===== src/rtl/spi_frame_responder.sv =====
// SPI mode-0 target that streams frame memory (cmd 0x03 + 16-bit address) or an ID byte (cmd 0x9F).
// All SPI inputs are 2-flop synchronised into CLK_40; SCK edges are detected on the synchronised value.
module spi_frame_responder #(
  parameter int          ADDR_W  = 16,
  parameter logic [7:0]  ID_BYTE = 8'hBA
) (
  input  logic              CLK_40,
  input  logic              reset,
  input  logic              SPI_clk,
  input  logic              chip_select,
  input  logic              MOSI,
  output logic              MISO,
  output logic              mem_rd,
  output logic [ADDR_W-1:0] mem_addr,
  input  logic [7:0]        mem_rdata,
  output logic              busy,
  output logic              cmd_err
);

  localparam logic [2:0] S_IDLE    = 3'd0;
  localparam logic [2:0] S_CMD     = 3'd1;
  localparam logic [2:0] S_ADDR_HI = 3'd2;
  localparam logic [2:0] S_ADDR_LO = 3'd3;
  localparam logic [2:0] S_STREAM  = 3'd4;
  localparam logic [2:0] S_ID_OUT  = 3'd5;
  localparam logic [2:0] S_IGNORE  = 3'd6;

  logic [1:0]        r_sck_s, r_cs_s, r_mosi_s;
  logic              r_sck_d, r_cs_d;
  logic [2:0]        r_state;
  logic [2:0]        r_bitcnt;
  logic [6:0]        r_shift_in;
  logic [14:0]       r_addr_sr;
  logic [7:0]        r_shift_out;
  logic [ADDR_W-1:0] r_addr;
  logic              r_miso, r_mem_rd, r_load, r_cmd_err;

  logic              w_sck_rise, w_sck_fall, w_cs_fall, w_cs_edge, w_mosi;
  logic [7:0]        w_byte;
  logic [15:0]       w_addr16;

  assign w_sck_rise = r_sck_s[1] & ~r_sck_d;
  assign w_sck_fall = ~r_sck_s[1] & r_sck_d;
  assign w_cs_fall  = ~r_cs_s[1] & r_cs_d;
  assign w_cs_edge  = r_cs_s[1] ^ r_cs_d;
  assign w_mosi     = r_mosi_s[1];
  assign w_byte     = {r_shift_in, w_mosi};
  assign w_addr16   = {r_addr_sr, w_mosi};

  // CS synchronisers reset to "selected" so a select held across reset is not seen as a fresh edge.
  always_ff @(posedge CLK_40 or posedge reset) begin
    if (reset) begin
      r_sck_s     <= '0;
      r_cs_s      <= '0;
      r_mosi_s    <= '0;
      r_sck_d     <= 1'b0;
      r_cs_d      <= 1'b0;
      r_state     <= S_IDLE;
      r_bitcnt    <= '0;
      r_shift_in  <= '0;
      r_addr_sr   <= '0;
      r_shift_out <= '0;
      r_addr      <= '0;
      r_miso      <= 1'b1;
      r_mem_rd    <= 1'b0;
      r_load      <= 1'b0;
      r_cmd_err   <= 1'b0;
    end else begin
      r_sck_s  <= {r_sck_s[0], SPI_clk};
      r_cs_s   <= {r_cs_s[0], chip_select};
      r_mosi_s <= {r_mosi_s[0], MOSI};
      r_sck_d  <= r_sck_s[1];
      r_cs_d   <= r_cs_s[1];
      r_mem_rd <= 1'b0;
      r_load   <= r_mem_rd;
      // Read data is valid the cycle after mem_rd, so capture one cycle after r_load is set.
      if (r_load && r_state == S_STREAM)
        r_shift_out <= mem_rdata;

      if (r_state == S_IDLE) begin
        r_miso <= 1'b1;
        if (w_cs_fall) begin
          r_state    <= S_CMD;
          r_bitcnt   <= '0;
          r_shift_in <= '0;
        end
      end else if (r_cs_s[1]) begin
        r_state  <= S_IDLE;
        r_miso   <= 1'b1;
        r_bitcnt <= '0;
        r_load   <= 1'b0;
      end else if (!w_cs_edge && w_sck_rise) begin
        case (r_state)
          S_CMD: begin
            r_shift_in <= w_byte[6:0];
            r_bitcnt   <= r_bitcnt + 3'd1;
            if (r_bitcnt == 3'd7) begin
              if (w_byte == 8'h03) begin
                r_state <= S_ADDR_HI;
              end else if (w_byte == 8'h9F) begin
                r_state     <= S_ID_OUT;
                r_shift_out <= ID_BYTE;
              end else begin
                r_state   <= S_IGNORE;
                r_cmd_err <= 1'b1;
              end
            end
          end
          S_ADDR_HI: begin
            r_addr_sr <= w_addr16[14:0];
            r_bitcnt  <= r_bitcnt + 3'd1;
            if (r_bitcnt == 3'd7)
              r_state <= S_ADDR_LO;
          end
          S_ADDR_LO: begin
            r_addr_sr <= w_addr16[14:0];
            r_bitcnt  <= r_bitcnt + 3'd1;
            if (r_bitcnt == 3'd7) begin
              r_state  <= S_STREAM;
              r_addr   <= ADDR_W'(w_addr16);
              r_mem_rd <= 1'b1;
            end
          end
          default: ;
        endcase
      end else if (!w_cs_edge && w_sck_fall) begin
        if (r_state == S_STREAM || r_state == S_ID_OUT) begin
          r_miso      <= r_shift_out[7];
          r_shift_out <= {r_shift_out[6:0], 1'b0};
          r_bitcnt    <= r_bitcnt + 3'd1;
          // Bit 0 is going out: prefetch the next byte well before its bit-7 edge.
          if (r_bitcnt == 3'd7) begin
            if (r_state == S_STREAM) begin
              r_addr   <= r_addr + 1'b1;
              r_mem_rd <= 1'b1;
            end else begin
              r_shift_out <= ID_BYTE;
            end
          end
        end
      end
    end
  end

  assign MISO     = r_miso;
  assign mem_rd   = r_mem_rd;
  assign mem_addr = r_addr;
  assign busy     = (r_state != S_IDLE);
  assign cmd_err  = r_cmd_err;

endmodule


===== config.mk =====
export PLATFORM = sky130hd
export DESIGN_NAME = spi_frame_responder
export DESIGN_NICKNAME = d
export VERILOG_FILES = /design/src/rtl/spi_frame_responder.sv
export SDC_FILE = /design/constraint.sdc
export NUM_CORES = 1
export LEC_CHECK = 0
export CAP_MARGIN = 20
export CORE_UTILIZATION = 45
export DETAILED_ROUTE_END_ITERATION = 10
export GPL_ROUTABILITY_DRIVEN = 0
export HOLD_SLACK_MARGIN = 0.08
export MAX_ROUTING_LAYER = met4
export PLACE_DENSITY = 0.69
export RECOVER_POWER = 50
export SYNTH_ARGS = -nofsm -noshare
export SYNTH_HDL_FRONTEND = slang
export SYNTH_SLANG_ARGS = --single-unit

===== constraint.sdc =====
create_clock -name CLK_40 -period 2.5 [get_ports CLK_40]
set_input_delay 0.25 -clock CLK_40 [delete_from_list [all_inputs] [get_ports CLK_40]]
set_output_delay 0.25 -clock CLK_40 [all_outputs]
set_load 0.005 [all_outputs]

---- Yosys cells after proc, flatten, opt, wreduce, memory -nomap -nowiden ----
Cells that the tools add are included.
Widths: inputs -> output; s select.
storage, ports and cells
  register bits ........................... 64
  latch bits .............................. 0
  bits in writable memories ............... 0
  memory bits (read-only) ................. 0
  bits of input ports ..................... 13
  output and inout port bits .............. 20
  word-level logic and storage cells ...... 127
  memories kept ........................... 0
operators by class
  add/subtract/negate cells ............... 2
  $mul .................................... 0
  div/mod/pow operators ................... 0
  magnitude comparators ................... 0
  eq/ne operators ......................... 16
  shift operators ......................... 0
  mux-type cells .......................... 57
  bitwise logic cells ..................... 10
  reductions and logical operators ........ 27
operators by type and width
  operator               number
  $mux 16                7
  $mux 8                 12
  $mux 3                 15
  $mux 7                 5
  $add 16x1->16 const B  1
  $mux 1                 16
  $ne 4x4->1 const B     4
  $reduce_and 7->1       2
  $reduce_and 4->1       3
  $reduce_bool 3->1      4
  $reduce_bool 2->1      5
  $eq 3x3->1 const B     3
  $pmux 3 s3             1
  $eq 8x2->1 const B     1
  $eq 8x8->1 const B     1
  $reduce_bool 4->1      2
  $eq 3x2->1 const B     2
  $not 1->1              6
  $reduce_and 6->1       1
  $reduce_bool 5->1      1
  $ne 2x1->1 const B     2
  $add 3x1->3 const B    1
  $and 1x1->1            3
  $eq 3x1->1 const B     1
  other kinds (11)       13

---- Logic depth before layout (Yosys ltp) ----
  word-level depth ........................ 10
  depth in mapped cells ................... 8

---- Least setup slack after synthesis ----
OpenSTA, ideal clock, no wires.
  path type ............................... flip-flop to flip-flop
  start ................................... reg r_cs_s[1]
  end ..................................... reg r_addr_sr[0]
  arrival ................................. 1.915 ns
  path slack .............................. 0.460 ns
  stages on the path, launching flop included .. 8
  clock period less this slack ............ 2.040 ns
  cell sequence ........................... dfrtp_1 -> inv_1 -> ha_1 -> nand3b_1 -> or3_1 -> clkbuf_1 -> buf_2 -> mux2_2
between the ends
  word-level cells in the longest chain between the ends .. 4
ends and longest elaborated chain
  what                                 line  text
  start, declared                      28    logic [1:0] r_sck_s, r_cs_s, r_mosi_s;
  start signal, assigned               70    r_cs_s <= {r_cs_s[0], chip_select};
  $xor 1x1->1                          45    assign w_cs_edge = r_cs_s[1] ^ r_cs_d;
  $logic_not 1->1                      92    end else if (!w_cs_edge && w_sck_rise) begin
  $logic_and 1x1->1                    92
  $reduce_and 4->1 (no source line) *  --
  end signal, assigned                 110   r_addr_sr <= w_addr16[14:0];
  end signal, assigned                 116   r_addr_sr <= w_addr16[14:0];
  end, declared                        33    logic [14:0] r_addr_sr;
Mark *: on every way between the ends. The rest lies on a longest branch, timed or not.
A chain may end at the register's enable or synchronous reset.

---- Worst setup path in the final report ----
  start ................................... reg r_state[1]
  end ..................................... out busy
between the ends
  word-level cells in the longest chain between the ends .. 1
ends and longest elaborated chain
  what                    line  text
  start, declared         30    logic [2:0] r_state;
  start signal, assigned  58    r_state <= S_IDLE;
  start signal, assigned  83    r_state <= S_CMD;
  start signal, assigned  88    r_state <= S_IDLE;
  $reduce_bool 3->1       148   assign busy = (r_state != S_IDLE);
  end, declared           16    output logic busy,
Every way passes these cells.

==> flow_summary.json <==
{
  "synth_top_area_share": 0.490,
  "fmax_mhz": 441,
  "grt_pass1_vias": 2459,
  "p_comb_frac": 0.150,
  "clk_pin_slew_ns": 0.07,
  "worst_pin_slew_ns": 1.01,
  "start_util": 0.471,
  "cts_tree": "yes",
  "regArea_um2": 1600,
  "ys_ff_latch": 64,
  "dieArea_um2": 7490,
  "setup_violations": 0,
  "pwr-share-clk": 0.338,
  "grtUsageTotal": 0.211,
  "grt_setup_unrepaired": "no",
  "yosys.area.top_type": "dfrtp_1",
  "worstPathRequired_ns": 2.25,
  "critical_path_class": "flip-flop to output pin",
  "wire_per_inst_um": 15.4,
  "ios": 33,
  "crit_chain": "nor3_4 > inv_1 > clkdlybuf4s50_1",
  "yosysSeqAreaShare": 0.498,
  "core_um2": 6830,
  "final_util": 0.560,
  "p_seq_frac": 0.512,
  "rows": 30,
  "multi_input_area_um2": 1460,
  "hold_viol_final": 0,
  "yosys_warnings": 0,
  "dpl_cell_area_um2": 3660,
  "synthTopCellsByCount": "dfrtp_1, nand2_1, a21oi_1",
  "synth_most_common_cell": "dfrtp_1",
  "power.internal_mw": 1.57,
  "antenna_found_initial": 0,
  "port_buffers": 32,
  "drv_slew": 0,
  "stdcell_area_um2": 3820,
  "critPathTopFamily": "buffers and inverters",
  "area_growth_pct": 18.9,
  "cts-root-buf": "clkbuf_8",
  "grt_start_max_net_pins": 40,
  "synthesis.nets": 332,
  "slew-limit-headroom": 0.326,
  "leakage_nw": 1.60,
  "cts.sinks": 64,
  "switching_share": 0.284,
  "path_buf_inv": 2,
  "cp.arrival_ns": 2.02,
  "postCtsHoldBufs": 0,
  "route.detailed.drc": 0,
  "vias": 2563,
  "syn_inst": 315,
  "clockBufferDepth": 2,
  "fin_nets": 368,
  "synth.cell_area_um2": 3220,
  "synth_area_leaders": "dfrtp_1, mux2_2, mux2i_1",
  "stdcell_count": 452,
  "die_y_um": 86.5,
  "min_period_ns": 2.27,
  "routed_wl_um": 6970,
  "cp_max_fo": 12,
  "cts_buffers": 9,
  "dp.cells": 436,
  "critPathMaxStageDelay_ns": 0.52,
  "crit_path_end_kind": "output pin",
  "crit_path_top_delay_cell": "dfrtp_1",
  "holdCritPathClass": "flip-flop to flip-flop",
  "vias_per_cell": 5.67,
  "grt-ovfl-total": 0,
  "fillerInstances": 626,
  "cap_viol_max_count": 0,
  "hpwl_um": 4750,
  "p_sw_uw": 624,
  "clock_latency_ns": 0.34,
  "avgSynthCellArea_um2": 10.2,
  "synth.distinct_cells": 50,
  "async_reset_ff_frac": 1.00,
  "drt-initial-drc-count": 126,
  "fin_crit_sh": 0.907,
  "powerDensity_nw_per_um2": 574,
  "dr.pass1.iters": 4,
  "fin_tns_setup_ns": 0,
  "peakVddDrop_uv": 321,
  "start_kind": "flip-flop",
  "post_cts_resized": 0,
  "cts-htree-levels": 3,
  "antenna_cells": 0,
  "cts_setup_buffers": 0,
  "drive_above_1_share": 0.138,
  "synth_top_flop_cell": "dfrtp_1",
  "grt_pass1_wl_um": 11800,
  "ant_nets": 0,
  "fin_skew_ns": 0.00975,
  "status": "completed",
  "synth_edf_count": 0,
  "die_w_um": 86.5
}
worst register-to-register path: cells and delay by family (launching register included):
family	cells	cell delay [ns]
DFF	1	0.34
muxes	1	0.40
buffers and inverters	1	0.09
adders and majority gates	1	0.36
and+or+nand+nor	2	0.77
state kept, by name, indices dropped and copies added (netlist names), 2 cells and up:
register     flops
r_mosi_s         2
r_bitcnt         3
r_state          3
r_addr_sr       15
mem_addr        16
r_cs_s           2
r_shift_in       7
r_shift_out      8
r_sck_s          2
metal layers:
| metal | share of wire | up-vias | GRT usage |
|---|---|---|---|
| met5 | 0 | - | - |
| met4 | 0.0077 | 0 | 0.0727 |
| met3 | 0.041 | 7 | 0.0457 |
| met2 | 0.48 | 53 | 0.329 |
| met1 | 0.47 | 1252 | 0.274 |
| li1 | - | 1251 | - |
worst paths after layout:
kind                              from            to  slack, ns  cells past startpoint
setup / recovery            r_state[1]          busy       0.23                      3
hold reg to reg            r_mosi_s[0]   r_mosi_s[1]       0.35                      0
max in group asynchronous        reset          MISO       1.10                      3
setup reg to reg             r_cs_s[1]  r_addr_sr[9]       0.44                      5
min in group asynchronous        reset  mem_addr[15]       0.59                      2
hold / removal             r_mosi_s[0]   r_mosi_s[1]       0.35                      0
stage by stage:
step                      power (mW)  hold WS [ns]  setup WS [ns]
after floorplan                 1.36         0.281          0.460
final                           2.20         0.351          0.233
after CTS                       2.22         0.296         0.0271
after global placement          1.46         0.333          0.415
after detailed placement        1.47         0.341          0.405
after global routing            2.32         0.366          0.130
logic make-up (layout without fill, tap and decap cells):
group | count (synthesis) | after routing | share of synthesized area
and+or+nand+nor | 93 | 93 | 0.159
AOI/OAI and AO/OA | 87 | 87 | 0.175
DFF | 64 | 64 | 0.498
buffers and inverters | 36 | 77 | 0.0486
muxes | 31 | 31 | 0.103
adders and majority gates | 4 | 4 | 0.0156
cells in the final DEF (no fill, tap or decap), types with 9 or more instances in the layout:
cell type | synthesis | layout
nand3_1 | 11 | 11
buf_4 | 2 | 9
dfrtp_1 | 63 | 63
inv_1 | 17 | 17
o21ai_0 | 15 | 15
clkdlybuf4s50_1 | 0 | 28
mux2i_1 | 13 | 13
nand2_1 | 26 | 26
a21oi_1 | 19 | 19
mux2_2 | 18 | 18
clkbuf_8 | 0 | 9
o22ai_1 | 13 | 13
nor2_1 | 10 | 10
a31oi_1 | 11 | 11
power groups by stage:
| stage | sequential, mW | clock (mW) | combinational (mW) |
|---|---|---|---|
| after CTS | 1.12 | 0.769 | 0.329 |
| after detailed placement | 1.14 | 0 | 0.329 |
| after floorplan | 1.12 | 0 | 0.240 |
| after global placement | 1.14 | 0 | 0.322 |
| final | 1.12 | 0.741 | 0.330 |
| after global routing | 1.13 | 0.820 | 0.368 |
layout make-up:
class,count,share of cell area
inverters,18,0.0177
clock inverters,4,0.00589
clock buffers,12,0.0354
well taps,96,0.0314
flip-flops and latches,64,0.419
repair buffers,43,0.108
multi-input cells,215,0.383
(Power assumes the default switching activity.)
